$ cat src/rtl/pl_reg_elastic.sv
// pl_reg_elastic: two-entry elastic pipeline register with whole-stage flush and per-thread squash.
// Define PL_REG_STATS_EN to add the stall_count/drop_count statistics outputs.
module pl_reg_elastic #(
    parameter int PAYLOAD_WIDTH = 108,
    parameter int BITS_THREADS  = 3
) (
    input  logic                     clk,
    input  logic                     rst,
    input  logic                     clr,
    input  logic                     kill_valid,
    input  logic [BITS_THREADS-1:0]  kill_tid,
    input  logic                     in_valid,
    output logic                     in_ready,
    input  logic [BITS_THREADS-1:0]  in_tid,
    input  logic [PAYLOAD_WIDTH-1:0] in_payload,
    output logic                     out_valid,
    input  logic                     out_ready,
    output logic [BITS_THREADS-1:0]  out_tid,
    output logic [PAYLOAD_WIDTH-1:0] out_payload,
    output logic [1:0]               occupancy
`ifdef PL_REG_STATS_EN
    ,
    output logic [31:0]              stall_count,
    output logic [31:0]              drop_count
`endif
);
    logic                     skid_valid;
    logic [BITS_THREADS-1:0]  skid_tid;
    logic [PAYLOAD_WIDTH-1:0] skid_payload;
    logic accept, pop, main_match, skid_match, in_match;
    logic main_keep, skid_keep, in_keep, nm_valid, ns_valid;
    logic [BITS_THREADS-1:0]  nm_tid, ns_tid;
    logic [PAYLOAD_WIDTH-1:0] nm_payload, ns_payload;

    assign in_ready  = !skid_valid;
    assign occupancy = {1'b0, out_valid} + {1'b0, skid_valid};

    // Survivors are packed in order: retained main, then skid, then the incoming beat.
    always_comb begin
        accept     = in_valid & in_ready;
        pop        = out_valid & out_ready;
        main_match = kill_valid & (out_tid == kill_tid);
        skid_match = kill_valid & (skid_tid == kill_tid);
        in_match   = kill_valid & (in_tid == kill_tid);
        main_keep  = out_valid & !pop & !main_match;
        skid_keep  = skid_valid & !skid_match;
        in_keep    = accept & !in_match;
        nm_valid   = main_keep | skid_keep | in_keep;
        nm_tid     = main_keep ? out_tid : skid_keep ? skid_tid : in_tid;
        nm_payload = main_keep ? out_payload : skid_keep ? skid_payload : in_payload;
        ns_valid   = main_keep & (skid_keep | in_keep);
        ns_tid     = skid_keep ? skid_tid : in_tid;
        ns_payload = skid_keep ? skid_payload : in_payload;
    end

    always_ff @(posedge clk or posedge rst) begin
        if (rst) begin
            out_valid    <= 1'b0;
            out_tid      <= '0;
            out_payload  <= '0;
            skid_valid   <= 1'b0;
            skid_tid     <= '0;
            skid_payload <= '0;
        end else begin
            out_valid  <= nm_valid & !clr;
            skid_valid <= ns_valid & !clr;
            if (nm_valid) begin
                out_tid     <= nm_tid;
                out_payload <= nm_payload;
            end
            if (ns_valid) begin
                skid_tid     <= ns_tid;
                skid_payload <= ns_payload;
            end
        end
    end

`ifdef PL_REG_STATS_EN
    logic [1:0] drops;
    // A popped main beat counts as delivered even under clr or kill.
    always_comb begin
        drops = {1'b0, out_valid & !pop & (clr | main_match)}
              + {1'b0, skid_valid & (clr | skid_match)}
              + {1'b0, accept & (clr | in_match)};
    end

    always_ff @(posedge clk or posedge rst) begin
        if (rst) begin
            stall_count <= '0;
            drop_count  <= '0;
        end else begin
            stall_count <= stall_count + {31'd0, out_valid & !out_ready};
            drop_count  <= drop_count + {30'd0, drops};
        end
    end
`endif
endmodule
$ cat config.mk
export PLATFORM = sky130hd
export DESIGN_NAME = pl_reg_elastic
export DESIGN_NICKNAME = d
export VERILOG_FILES = /design/src/rtl/pl_reg_elastic.sv
export SDC_FILE = /design/constraint.sdc
export NUM_CORES = 1
export LEC_CHECK = 0
export BUFFER_PORTS_ARGS = -buffer_cell sky130_fd_sc_hd__buf_4
export CORE_MARGIN = 5
export CORE_UTILIZATION = 51
export CTS_BUF_LIST = sky130_fd_sc_hd__clkbuf_4 sky130_fd_sc_hd__clkbuf_8
export DETAILED_ROUTE_END_ITERATION = 10
export GPL_ROUTABILITY_DRIVEN = 1
export GPL_TIMING_DRIVEN = 0
export PLACE_DENSITY = 0.79
export SYNTH_ARGS = -nofsm -noshare
export SYNTH_HDL_FRONTEND = slang
export SYNTH_SLANG_ARGS = --single-unit
$ cat constraint.sdc
create_clock -name clk -period 6.25 [get_ports clk]
set_input_delay 0 -clock clk [delete_from_list [all_inputs] [get_ports clk]]
set_output_delay 0 -clock clk [all_outputs]
set_load 0.02 [all_outputs]
==> results of run 1 <==
## cell type report
type	instances	share of cell area
clock inverters	1	0.000343
flip-flops and latches	224	0.384
inverters	2	0.00103
multi-input cells	354	0.310
clock buffers	69	0.0569
plain buffers	37	0.0226
well taps	270	0.0232
diodes	1	0.000172
repair buffers	351	0.202
## power by group through the flow
stage	Sequential [mW]	Clock (mW)	Combinational, mW
2_1_floorplan	2.18	0	0.594
3_3_place_gp	2.04	0	1.13
3_5_place_dp	2.06	0	1.16
4_1_cts	2.04	1.45	1.22
5_1_grt	2.09	1.51	1.30
6_report	2.04	1.41	1.22
## layer usage
| layer | routed length [um] | vias to the layer above | global-route usage | share of wire |
|---|---|---|---|---|
| li1 | - | 3006 | - | - |
| met3 | 1790 | 50 | 0.0698 | 0.074 |
| met1 | 9900 | 3221 | 0.251 | 0.41 |
| met2 | 11900 | 198 | 0.335 | 0.49 |
| met4 | 497 | 0 | 0.0602 | 0.021 |
| met5 | 0 | - | 0 | 0 |
## critical path, delay by kind of cell (launching register included)
kind	cells	cell delay (ns)
buffers and inverters	2	0.62
flip-flops	1	0.41
XOR/XNOR	1	0.24
AO/OA/AOI/OAI	1	0.23
AND/OR/NAND/NOR	1	0.22
multiplexers	1	0.36
## cell usage in the layout, fill, tap and decap left out, types with 2 or more instances in the layout
cell type      Yosys  routed
a41o_1             3       3
buf_2              8       8
buf_4             19     253
buf_6              2       2
buf_8              7       7
clkbuf_4           0      19
clkbuf_8           0      50
dfrtp_1          224     224
dlygate4sd3_1      0     116
mux2_2           175     175
mux2_4           158     158
nand2b_1           2       2
xnor2_1            9       9
## cells by family after synthesis
| group | synth area share |
|---|---|
| AO/OA/AOI/OAI | 0.00502 |
| XOR/XNOR | 0.00754 |
| adder cells (fa/ha/maj) | 0.00120 |
| buffers and inverters | 0.0323 |
| flip-flops | 0.536 |
| multiplexers | 0.415 |
| AND/OR/NAND/NOR | 0.00299 |
## through the flow
| step | cell area (um^2) | utilization | hold slack (ns) |
|---|---|---|---|
| after floorplan | 10500 | - | 0.0631 |
| after CTS | 14600 | 0.721 | 0.0289 |
| final | 14600 | 0.721 | 0.0832 |
| after global routing | 14600 | 0.721 | 0.0817 |
| after global placement | 12600 | 0.621 | 0.175 |
| after detailed placement | 12600 | 0.622 | 0.172 |
## path summary, 6_finish.rpt
check / startpoint / to / cells past startpoint
worst max-delay path: out_tid[0]$_DFFE_PP0P_ / skid_payload[19]$_DFFE_PP0P_ / 6
worst min-delay path: in_valid / skid_valid$_DFF_PP0_ / 5
worst max register to register: out_tid[0]$_DFFE_PP0P_ / skid_payload[19]$_DFFE_PP0P_ / 6
worst min register to register: skid_payload[49]$_DFFE_PP0P_ / skid_payload[49]$_DFFE_PP0P_ / 1
max in group asynchronous: rst / skid_payload[95]$_DFFE_PP0P_ / 4
min in group asynchronous: rst / skid_payload[22]$_DFFE_PP0P_ / 3
## registers in the layout, summed over array words and instances (netlist names)
signal	count
out_payload	108
skid_payload	108
out_tid	3
skid_tid	3
out_valid	1
skid_valid	1
==> metrics.txt, run 1 <==
P&R area growth vs syn=39.5%; register share of total power=0.438; Port Buffers=~230; Setup TNS=0 ns; number of synthesized register bits=224; CP max stage delay=0.41 ns; share of the yosys chip area belonging to registers=0.536; run status=complete, no violations; maximum vdd drop=around 0.24 mV; Syn Nets=roughly 740; HPWL after DPL=approximately 15000 um; DIE AREA=23500 um^2; Slowest-stage cell, CP=dfrtp_1; wire length per cell=approximately 18 um; YS warnings=0; final setup vio count=0; fin nets=between 1000 and 1500; First DRT Iteration DRCs=~170; Post-Synthesis Cells=617; total power=4.67 mW; Starting Density=0.517; FF/Latch Area=5610 um^2; TritonCTS clock tree=built; cts hold-fix bufs=~120; main flop type after synthesis=dfrtp_1; Die Width=around 150 um; io pins=235; Post-Syn Area=~10000 um^2; H-tree levels=2; hold crit path type=input pin to flip-flop; vias in the first global route=roughly 7300; die height=between 150 and 200 um; max-cap violations=0; Worst Slack Setup Final=roughly 4.0 ns; row count=52; WP data required=between 6 and 7 ns; Root Driver=clkbuf_8; Internal Pwr Total=between 3 and 4 mW; initial antenna violation count=1; Gate power share=0.261; clk_skew=0.0178 ns; leakage power figure=between 7 and 8 nW; Pwr Density=between 300 and 400 nW/um^2; pin count of the biggest net entering global routing=around 120; drt drc=0; post-synth top area cell=dfrtp_1; top cells by count, synth=dfrtp_1 (224), mux2_2 (175), mux2_4 (158); # clock sinks=224; R2R Setup Slk=a little over 4 ns; Fillers=1286; Clock Tree Buf Depth=3; count leader, synth=dfrtp_1; Fin. Hold Viols=0; pre-CTS WS=around 4.0 ns; worst slew pin tran=0.757 ns; Crit. End Element=flip-flop; CP max FO=10; top cells by area, synth=dfrtp_1 (54%), mux2_4 (23%), mux2_2 (19%); asr flop ratio synth=1.00; Post-CTS Setup Inserts=0; RSZ-0062 raised after global routing=no; Max Transition Viols Final=0; Unique masters post-synth=19; Post-Place Cells=about 1100; CP Launch Type=flip-flop; post_cts resized=0; GRT Total Usage=0.202; first-pass GRT wire length=about 39000 um; grt ovf=0; Core ar.=roughly 20000 um^2; fraction of power consumed by the clock network=0.301; clock transition at the registers of the reported paths=roughly 0.070 ns; crit path DAT=~2.6 ns; CTS Buf Count=39; Sw Pwr=approximately 1.3 mW; antenna viol nets, final=0; time the worst path needs with I/O delays and setup=~2.2 ns; EDFF count, synth=0; syn_area_per_cell=17.0 um^2; final period utilization=0.355; final cell count without fillers=around 1300; WL final=roughly 24000 um; GPL Wtd Cong=roughly 0.74; top cell type's share of synthesized area=0.536; 1st-pass router iterations=4; Max transition margin=0.495; vias=6475; Clk Latency, worst-skew pair=0.51 ns; max frequency=about 450 MHz; multi-input logic area=approximately 4500 um^2; layout cells sized above 1=0.652; switching share of power=0.276; WS Path Type=flip-flop to flip-flop; Via density=~4.9; crit-path cells=xnor2_1, a41oi_1, nand3b_1, buf_2, buf_4, mux2_2
(Power assumes the default switching activity.)
==> run 2, diff against run 1 <==
--- a/config.mk
+++ b/config.mk
@@ -5,6 +5,7 @@
 export SDC_FILE = /design/constraint.sdc
 export NUM_CORES = 1
 export LEC_CHECK = 0
+export ABC_AREA = 1
 export BUFFER_PORTS_ARGS = -buffer_cell sky130_fd_sc_hd__buf_4
 export CORE_MARGIN = 5
 export CORE_UTILIZATION = 51
==> constraint.sdc (replaced) <==
create_clock -name clk -period 1.9 [get_ports clk]
set_input_delay 0 -clock clk [delete_from_list [all_inputs] [get_ports clk]]
set_output_delay 0 -clock clk [all_outputs]
set_load 0.02 [all_outputs]
==> metrics.txt, run 2 <==
antenna viol nets, final=0; clock transition at the registers of the reported paths=around 0.06 ns; number of synthesized register bits=about 220; GRT Total Usage=0.287; maximum vdd drop=~0.71 mV; R2R Setup Slk=approximately 0.090 ns; max-cap violations=0; top cells by area, synth=dfrtp_1 (53%), nand2_1 (24%), nand3_1 (16%); post-synth top area cell=dfrtp_1; Port Buffers=234; final period utilization=0.962; Fin. Hold Viols=0; clk_skew=approximately 0.018 ns; top flop regs=out_payload: 108 flops, skid_payload: 108 flops; mux cell area share after synthesis=0; die height=between 150 and 200 um; simple-gate portion of the synthesized area=0.411; Unique masters post-synth=18; vias in the first global route=about 11000; initial antenna violation count=0; YS warnings=0; post-synthesis compound-gate area fraction=0.00118; Clk Latency, worst-skew pair=roughly 0.54 ns; top cells by count, synth=nand2_1 (689), nand3_1 (334), dfrtp_1 (224); asr flop ratio synth=1.00; most frequent cells in the layout=nand2_1 (688), nand3_1 (334), buf_4 (244), dfrtp_1 (224), dlygate4sd3_1 (113); xor and xnor area share after synthesis=0; top cell type's share of synthesized area=0.530; row count=52; CTS Buf Count=39; Syn Nets=approximately 1500; CP Launch Type=flip-flop; vias=about 11000; Max transition margin=0.577; EDFF count, synth=0; wire length per cell=between 15 and 20 um; First DRT Iteration DRCs=between 800 and 900; Post-Synth Adder-Cell Area=0.00118; io pins=about 240; total power=around 15 mW; # clock sinks=between 200 and 250; TritonCTS clock tree=built; Pwr Density=1010 nW/um^2; WL final=34700 um; main flop type after synthesis=dfrtp_1; crit path DAT=1.83 ns; grt ovf=0; combinational family with the most area after synthesis=simple AND/OR/NAND/NOR gates; Crit. End Element=output pin; time the worst path needs with I/O delays and setup=approximately 1.8 ns; Max Transition Viols Final=0; WS Path Type=flip-flop to output pin; Root Driver=clkbuf_8; final setup vio count=0; DIE AREA=roughly 24000 um^2; WP data required=1.90 ns; Die Width=between 150 and 200 um; Setup TNS=0 ns; GPL Wtd Cong=0.848; HPWL after DPL=22100 um; pin count of the biggest net entering global routing=just over 40; Clock Tree Buf Depth=3; P&R area growth vs syn=41.2%; worst slew pin tran=0.633 ns; share of the yosys chip area belonging to registers=0.530; Post-Syn Area=between 10000 and 15000 um^2; commonest non-fill, non-tap cell in the layout=nand2_1; Starting Density=0.520; count leader, synth=nand2_1; number of diodes=0; fin nets=approximately 1900; run status=complete, no violations; layout cells sized above 1=0.226; first-pass GRT wire length=~57000 um; max frequency=between 500 and 600 MHz; CP max FO=10; hold crit path type=input pin to asynchronous set/reset pin; syn_area_per_cell=around 7.6 um^2; leakage power figure=between 8 and 9 nW; Post-Synthesis Cells=~1400; RSZ-0062 raised after global routing=yes; H-tree levels=2; Core ar.=between 20000 and 25000 um^2; Via density=~5.4; drt drc=0; 1st-pass router iterations=6
[run 2: metrics by stage]
step	util	setup slack, ns	area, um^2	hold slack [ns]	cells
CTS	0.726	0.00353	14800	0.103	2082
global placement	0.623	-2.42	12700	0.160	1896
finish	0.734	0.0716	14900	0.110	2083
floorplan	-	-1.02	10600	0.0664	1392
detailed placement	0.629	-0.195	12800	0.110	1902
global route	0.734	-0.0247	14900	0.136	2083
[run 2: final timing paths]
check / start / endpoint / depth (start not counted)
hold reg to reg: out_payload[21]$_DFFE_PP0P_ / out_payload[21]$_DFFE_PP0P_ / 2
setup reg to reg: out_tid[2]$_DFFE_PP0P_ / out_payload[18]$_DFFE_PP0P_ / 8
max in group asynchronous: rst / skid_payload[64]$_DFFE_PP0P_ / 5
setup / recovery: skid_valid$_DFF_PP0_ / in_ready / 5
hold / removal: rst / out_payload[16]$_DFFE_PP0P_ / 3
min in group clk: out_ready / skid_payload[70]$_DFFE_PP0P_ / 7
[run 2: metal layers]
metal  vias up  share of wire  track usage
met2       512           0.48        0.468
li1       5271              -            -
met4         0          0.042        0.117
met5         -              0            0
met3       122          0.075       0.0616
met1      5307           0.40        0.375
[run 2: what timing repair did]
item | CTS | global route
endpoints found under the hold margin | 374 | 0
hold buffers | 113 | 0
buffers inserted | 0 | 1
setup endpoints to repair | 206 | 219
resized for setup | 16 | 57
[run 2: logic make-up after synthesis]
logic type                 after synthesis
AOI/OAI and AO/OA                        2
adders and majority gates                1
buffers and inverters                  124
DFF                                    224
and+or+nand+nor                       1041
[run 2: report_power, final]
group          switching (mW)  total (mW)  internal, mW
combinational            2.27        3.91          1.64
clock                    1.99        4.62          2.63
sequential              0.678        6.58          5.90
total                    4.93        15.1          10.2
[run 2: critical path: stages, from the launching register on]
cell and delay [ns]:
dfrtp_1 0.39, buf_2 0.23, clkbuf_8 0.23, clkbuf_4 0.22
inv_1 0.07, buf_4 0.16
[run 2: final cells by class]
class	count	area, um^2
fillers	1463	5420
well taps	270	338
multi-input cells	1044	4390
clock buffers	58	742
plain buffers	109	716
clock inverters	9	77.6
flip-flops and latches	224	5610
inverters	15	60.1
repair buffers	354	3020
